===== config.mk =====
export PLATFORM = sky130hd
export DESIGN_NAME = chunked_serial_adder
export DESIGN_NICKNAME = d
export VERILOG_FILES = /design/src/rtl/chunked_serial_adder.sv
export SDC_FILE = /design/constraint.sdc
export NUM_CORES = 1
export LEC_CHECK = 0
export CAP_MARGIN = 20
export CORE_MARGIN = 1.5
export CORE_UTILIZATION = 51
export DETAILED_ROUTE_END_ITERATION = 6
export PLACE_DENSITY = 0.8
export SLEW_MARGIN = 20
export SYNTH_ARGS = -nofsm -noshare
export SYNTH_HDL_FRONTEND = slang
export SYNTH_SLANG_ARGS = --single-unit

===== constraint.sdc =====
create_clock -name clk -period 3.8 [get_ports clk]
set_input_delay 0.57 -clock clk [delete_from_list [all_inputs] [get_ports clk]]
set_output_delay 0.57 -clock clk [all_outputs]
set_load 0.02 [all_outputs]

===== src/rtl/chunked_serial_adder.sv =====
// rtl/chunked_serial_adder.sv - multi-cycle add/sub, CHUNK bits per clock with registered chunk carry
// Optional Overflow/Zero flag outputs are built only when ADDER_FLAGS_EN is defined.
module chunked_serial_adder #(
  parameter int WIDTH = 32,
  parameter int CHUNK = 8
) (
  input  logic             clk,
  input  logic             reset,
  input  logic             in_valid,
  output logic             in_ready,
  input  logic [WIDTH-1:0] A,
  input  logic [WIDTH-1:0] B,
  input  logic             CarryIn,
  input  logic             sub,
  output logic             out_valid,
  input  logic             out_ready,
  output logic [WIDTH-1:0] Sum,
  output logic             Carry
`ifdef ADDER_FLAGS_EN
  ,
  output logic             Overflow,
  output logic             Zero
`endif
);

  localparam int STEPS  = WIDTH / CHUNK;
  localparam int STEP_W = (STEPS > 1) ? $clog2(STEPS) : 1;

  if (WIDTH % CHUNK != 0) begin : g_bad_chunk
    $error("chunked_serial_adder: WIDTH must be a multiple of CHUNK");
  end

  typedef enum logic [1:0] {IDLE, BUSY, DONE} state_t;

  state_t             state_q, state_d;
  logic [STEP_W-1:0]  step_q, step_d;
  logic [WIDTH-1:0]   a_q, a_d, b_q, b_d, sum_q, sum_d;
  logic               carry_q, carry_d;
  logic               carry_out_q, carry_out_d;
  logic               in_ready_q, in_ready_d;
  logic               out_valid_q, out_valid_d;
  logic [CHUNK-1:0]   a_chunk, b_chunk;
  logic [CHUNK:0]     chunk_sum;
  logic               last_step;
`ifdef ADDER_FLAGS_EN
  logic               overflow_q, overflow_d;
  logic               zero_q, zero_d;
`endif

  assign last_step = (step_q == STEP_W'(STEPS - 1));

  always_comb begin
    state_d     = state_q;
    step_d      = step_q;
    a_d         = a_q;
    b_d         = b_q;
    sum_d       = sum_q;
    carry_d     = carry_q;
    carry_out_d = carry_out_q;
    in_ready_d  = in_ready_q;
    out_valid_d = out_valid_q;
`ifdef ADDER_FLAGS_EN
    overflow_d  = overflow_q;
    zero_d      = zero_q;
`endif
    // Constant-index mux keeps every slice select static.
    a_chunk = '0;
    b_chunk = '0;
    for (int k = 0; k < STEPS; k++) begin
      if (step_q == STEP_W'(k)) begin
        a_chunk = a_q[k*CHUNK +: CHUNK];
        b_chunk = b_q[k*CHUNK +: CHUNK];
      end
    end
    chunk_sum = {1'b0, a_chunk} + {1'b0, b_chunk} + {{CHUNK{1'b0}}, carry_q};

    case (state_q)
      IDLE: begin
        if (in_valid && in_ready_q) begin
          a_d        = A;
          b_d        = sub ? ~B : B;
          carry_d    = CarryIn;
          step_d     = '0;
          state_d    = BUSY;
          in_ready_d = 1'b0;
        end
      end
      BUSY: begin
        for (int k = 0; k < STEPS; k++) begin
          if (step_q == STEP_W'(k)) sum_d[k*CHUNK +: CHUNK] = chunk_sum[CHUNK-1:0];
        end
        carry_d = chunk_sum[CHUNK];
        if (last_step) begin
          state_d     = DONE;
          out_valid_d = 1'b1;
          carry_out_d = chunk_sum[CHUNK];
`ifdef ADDER_FLAGS_EN
          // Carry into the MSB is recovered from the MSB sum bit and its operand bits.
          overflow_d  = chunk_sum[CHUNK] ^ (a_q[WIDTH-1] ^ b_q[WIDTH-1] ^ chunk_sum[CHUNK-1]);
          zero_d      = (sum_d == '0);
`endif
        end else begin
          step_d = step_q + STEP_W'(1);
        end
      end
      DONE: begin
        if (out_ready) begin
          state_d     = IDLE;
          out_valid_d = 1'b0;
          in_ready_d  = 1'b1;
        end
      end
      default: begin
        state_d     = IDLE;
        out_valid_d = 1'b0;
        in_ready_d  = 1'b1;
      end
    endcase
  end

  always_ff @(posedge clk) begin
    if (reset) begin
      state_q     <= IDLE;
      step_q      <= '0;
      a_q         <= '0;
      b_q         <= '0;
      sum_q       <= '0;
      carry_q     <= 1'b0;
      carry_out_q <= 1'b0;
      in_ready_q  <= 1'b1;
      out_valid_q <= 1'b0;
`ifdef ADDER_FLAGS_EN
      overflow_q  <= 1'b0;
      zero_q      <= 1'b0;
`endif
    end else begin
      state_q     <= state_d;
      step_q      <= step_d;
      a_q         <= a_d;
      b_q         <= b_d;
      sum_q       <= sum_d;
      carry_q     <= carry_d;
      carry_out_q <= carry_out_d;
      in_ready_q  <= in_ready_d;
      out_valid_q <= out_valid_d;
`ifdef ADDER_FLAGS_EN
      overflow_q  <= overflow_d;
      zero_q      <= zero_d;
`endif
    end
  end

  assign in_ready  = in_ready_q;
  assign out_valid = out_valid_q;
  assign Sum       = sum_q;
  assign Carry     = carry_out_q;
`ifdef ADDER_FLAGS_EN
  assign Overflow  = overflow_q;
  assign Zero      = zero_q;
`endif

endmodule

==> Word level (Yosys, flattened, before mapping) <==
Index checks and enable logic that the tools add are counted.
Widths: inputs -> output; s select.
{ "totals": {"word_cells": 65, "output_inout_bits": 35, "input_bits": 70, "reg_bits": 104} }
{ "classes": {"add_sub_neg": 3, "n_bitwise": 3, "eq_ne": 9, "muxes": 24, "n_reduce_logical": 14} }
{ "ops": {"columns": ["op", "n"], "rows": [
  ["$mux 8", 8],
  ["$mux 32", 1],
  ["$not 32->32", 1],
  ["$reduce_and 2->1", 6],
  ["$reduce_and 3->1", 4],
  ["$mux 2", 5],
  ["$add 8x8->9", 1],
  ["$add 9x1->9", 1],
  ["$ne 2x2->1 const B", 4],
  ["$eq 2x2->1 const B", 3],
  ["$pmux 1 s3", 2],
  ["$pmux 2 s3", 1],
  ["$mux 1", 5],
  ["$eq 2x1->1 const B", 2],
  ["$logic_not 2->1", 2],
  ["$pmux 2 s2", 1],
  ["$add 2x1->2 const B", 1],
  ["$not 1->1", 2],
  ["$pmux 1 s2", 1],
  ["$reduce_bool 2->1", 1],
  ["$logic_and 1x1->1", 1]
]} }

==> Depth between registers and ports, before layout <==
{ "depth": {"ltp_word": 8, "mapped_depth": 15, "depth_no_buf": 14} }

==> Worst setup path after synthesis <==
OpenSTA, ideal clock, no wires.
{ "synth_timing": {"kind": "register -> register", "startpoint": "register step_q[1]", "endpoint": "register sum_q[14], in the netlist Sum[14]", "path_stages_with_launch": 16, "setup_slack_ns": 0.918, "setup_time_ns": 0.129, "path_buffers": 1, "required_time_ns": 3.671, "arrival_time_ns": 2.753, "period_less_slack_ns": 2.882, "path_cell_list": "dfxtp_1 inv_1 ha_1 clkbuf_1 nand3b_1 a21oi_1 a21oi_1 nor2_1 a21oi_1 fa_1 fa_1 nor2b_1 nor3_1 o21ai_2 xnor2_1 o31ai_1"} }
{ "synth_via": {"elab_chain_len": 7, "elab_cells_between_ends": 15, "cone_classes": "add/sub (2); eq/ne (3); mux (8); reduce/logical (2)"} }
{ "synth_lines": {"columns": ["item", "line", "text"], "rows": [
  ["from (decl)", "36", "logic [STEP_W-1:0] step_q, step_d;"],
  ["from (signal assigned)", "138", "step_q <= step_d;"],
  ["$logic_not 2->1", "70", "if (step_q == STEP_W'(k)) begin"],
  ["$mux 8 (4 in a row)", "70", null],
  ["$add 8x8->9", "75", "chunk_sum = {1'b0, a_chunk} + {1'b0, b_chunk} + {{CHUNK{1'b0}}, carry_q};"],
  ["$add 9x1->9", "75", null],
  ["to (signal assigned)", "141", "sum_q <= sum_d;"],
  ["to (decl)", "37", "logic [WIDTH-1:0] a_q, a_d, b_q, b_d, sum_q, sum_d;"]
]} }
Several ways; a longest one is shown, not always the timed one.
A chain may end at the register's enable or synchronous reset.

==> Worst setup path after layout <==
{ "layout_timing": {"startpoint": "register step_q[1]", "endpoint": "register sum_q[22], in the netlist Sum[22]"} }
The elaborated chain is that of the path after synthesis.

==> metrics.yaml <==
global_routing:
  overflow: 0
  grt_pass1_vias: 4097
  grt_usage_pct: 22.51
  grt_first_pass_wirelength_um: 18600
  antenna_found_initial: 0
  grt_start_max_net_pins: 99
die:
  die_area_um2: 10450
  row_count: 36
  die_w_um: 102.2
  initial_core_util_pct: 52.08
  core_um2: 9639
  fp.dieH_um: 102.2
  boundaryPins: 105
clock_network:
  tritoncts: "built"
  clk_pin_slew_ps: 100
  numCtsBuffers: 9
  root_buffer: "clkbuf_8"
  cts_resized: 0
  clk_path_buf_depth: 2
  clkLatencyLatePin_ps: 360
  cts_setup_buffers: 0
  cts_htree_levels: 3
  clkSinkCount: 104
  ctsHoldBuffers: 0
worst_setup_path:
  crit_required_ps: 4060
  critPathLaunchType: "flip-flop"
  worstReg2RegEnd: "Sum[22]"
  critPathCaptureType: "flip-flop"
  critPathKind: "reg -> reg"
  reg2reg_slack_ps: 490
  cp_top_family: "adder cells"
  regToRegStartpoint: "step_q[1]"
  slowest_stage: "fa_1"
  cp_num_buf_inv: 1
  crit_arrival_ps: 3580
  crit_path_frequent_cell: "a21oi_1"
  path_cells: "inv_1, ha_1, nand3b_1, a21oi_1, a21oi_1, nor2_1, a21oi_1, fa_1, fa_1, nor2b_1, nor3_1, o21ai_2, xnor2_1, o31ai_1"
  cpPeakStageDelay_ps: 470
  cp_max_fo: 21
  r2r_cells: 14
placement:
  place_area_um2: 5981
  gp_congestion: 0.8832
  io_buffer_count: 104
  hpwl_um: 8508
sta:
  final-hold-violation-count: 0
  slew_violations: 0
  rsz0062_at_grt: "no"
  tightest_slew_ps: 823.1
  fin_setup_tns_ps: 0
  fin_worst_skew_ps: 14.29
  fin_crit_ps: 3314
  setup_viol: 0
  period_share_pct: 87.21
  maxSlewHeadroom_pct: 45.13
  fmax_ghz: 0.3018
  whs_ps: 459.1
logic_synthesis:
  yosys_warnings: 0
  synth_seq_area_share_pct: 41.48
  synth_cell_type_count: 41
  avgSynthCellArea_um2: 8.176
  syn_area_um2: 5020
  syn-num-nets: 697
  synth_cells: 614
  ys_ff_latch: 104
route:
  wl_per_cell_um: 13.92
  dr.pass1.iters: 5
  vias_per_cell: 5.344
  num_vias: 4393
  ant_nets: 0
  drt_iter0_drc: 168
  drt_wl_total_um: 11440
  drc: 0
power:
  power_density_nw_per_um2: 388.8
  max-vdd-ir-drop_uv: 243.0
  p_leak_uw: 0.002135
finish:
  nFillCells: 855
  fin_nets: 768
  area_growth_pct: 23.06
  final_area_um2: 6177
  final_cell_mix: "nand2_1, dfxtp_1, clkdlybuf4s50_1"
  drive_above_1_share_pct: 4.209
  final_common_cell: "nand2_1"
  antenna_cells: 0
min_path:
  worstHoldEndpoint: "a_q[13]"
  hp-start: "a_q[13]"
  worstHoldPathCells: 2
  min_path_type: "reg -> reg"
status:
  outcome: "finished clean"
run:
  maxCapViolCount: 0
[final cells by class]
type | count | area, um2 | share of cell area, %
multi-input cells | 456 | 2626 | 42.52
clock inverters | 4 | 55.05 | 0.8912
repair buffers | 110 | 1091 | 17.66
inverters | 4 | 15.01 | 0.2431
well taps | 133 | 166.4 | 2.694
clock buffers | 11 | 141.4 | 2.289
flip-flops and latches | 104 | 2082 | 33.70
[cells in the mapped netlist, drive strengths merged]
cell type  count  share of area (%)
inv            4               0.30
nor2          60                4.5
a21o           3               0.45
buf           30                4.5
a221oi         1               0.17
nor2b          4               0.50
nor3           3               0.30
a211o          4               0.70
o211ai         1               0.15
a21boi         1               0.15
a211oi        41                6.2
and2           4               0.50
or3b           1               0.17
clkbuf        20                1.5
ha            11                2.7
o21a           1               0.15
nor3b          6                1.0
o21ai         17                2.0
o311ai         2               0.70
a31oi          2               0.25
a22oi          1               0.15
dfxtp        104                 41
o31a           1               0.17
nand3b        24                3.6
a21oi         88                8.8
o21bai         1               0.15
nor4           4               0.50
nand2        125                9.3
xnor2         35                6.1
o31ai          8                1.2
nand2b         5               0.77
fa             2               0.80
[tightest hold or removal path: cells and delay by family, from the launching register on]
family / cells / cell delay (ps)
compound gates: 1 / 50
simple gates: 1 / 50
flops: 1 / 320
[flip-flops by register name (all words and copies together), names as in the netlist]
name,cells
a_q,32
Carry,1
in_ready,1
Sum,32
step_q,2
state_q,2
carry_q,1
b_q,32
out_valid,1
[per-stage QoR]
stage / setup WS [ps] / std cells / total power [uW] / utilization (%)
5_1_grt: 159.2 / 822 / 2516 / 64.08
3_5_place_dp: 512.9 / 807 / 1738 / 62.05
3_3_place_gp: 628.0 / 807 / 1725 / 62.05
6_report: 486.0 / 822 / 2402 / 64.08
2_1_floorplan: 918.2 / 614 / 1581 / -
4_1_cts: 489.3 / 822 / 2413 / 64.08
[worst max-delay path by stage]
stage | from | to | slack [ps] | depth (start not counted)
6_report | step_q[1] | Sum[22] | 490 | 14
5_1_grt | step_q[0] | Sum[14] | 160 | 13
4_1_cts | step_q[1] | Sum[22] | 490 | 14
3_5_place_dp | step_q[1] | Sum[22] | 510 | 14
3_3_place_gp | step_q[1] | Sum[6] | 630 | 14
2_1_floorplan | step_q[1] | Sum[14] | 920 | 15
[cell families after synthesis]
family	Yosys count	share of synthesized area (%)
simple gates	236	21.16
compound gates	172	21.39
flops	104	41.48
buf+inv	54	6.331
xor+xnor	35	6.107
fa+ha+maj	13	3.539
[report_power, final]
| group | leakage (uW) | internal (uW) | switching [uW] |
|---|---|---|---|
| sequential | 0.000850 | 1160 | 44.2 |
| combinational | 0.00119 | 234 | 274 |
| clock | 0.0000956 | 322 | 366 |
| total | 0.00213 | 1720 | 684 |
[routing by layer]
metal / routed length [um] / share of wire (%) / global-route usage (%) / up-vias
li1: - / - / - / 2237
met5: 0 / 0 / 0 / -
met4: 238 / 2.1 / 7.798 / 0
met3: 587 / 5.1 / 3.899 / 21
met1: 5234 / 46 / 29.51 / 1997
met2: 5380 / 47 / 37.54 / 138
Note: power is estimated with default switching activity, not from simulation.
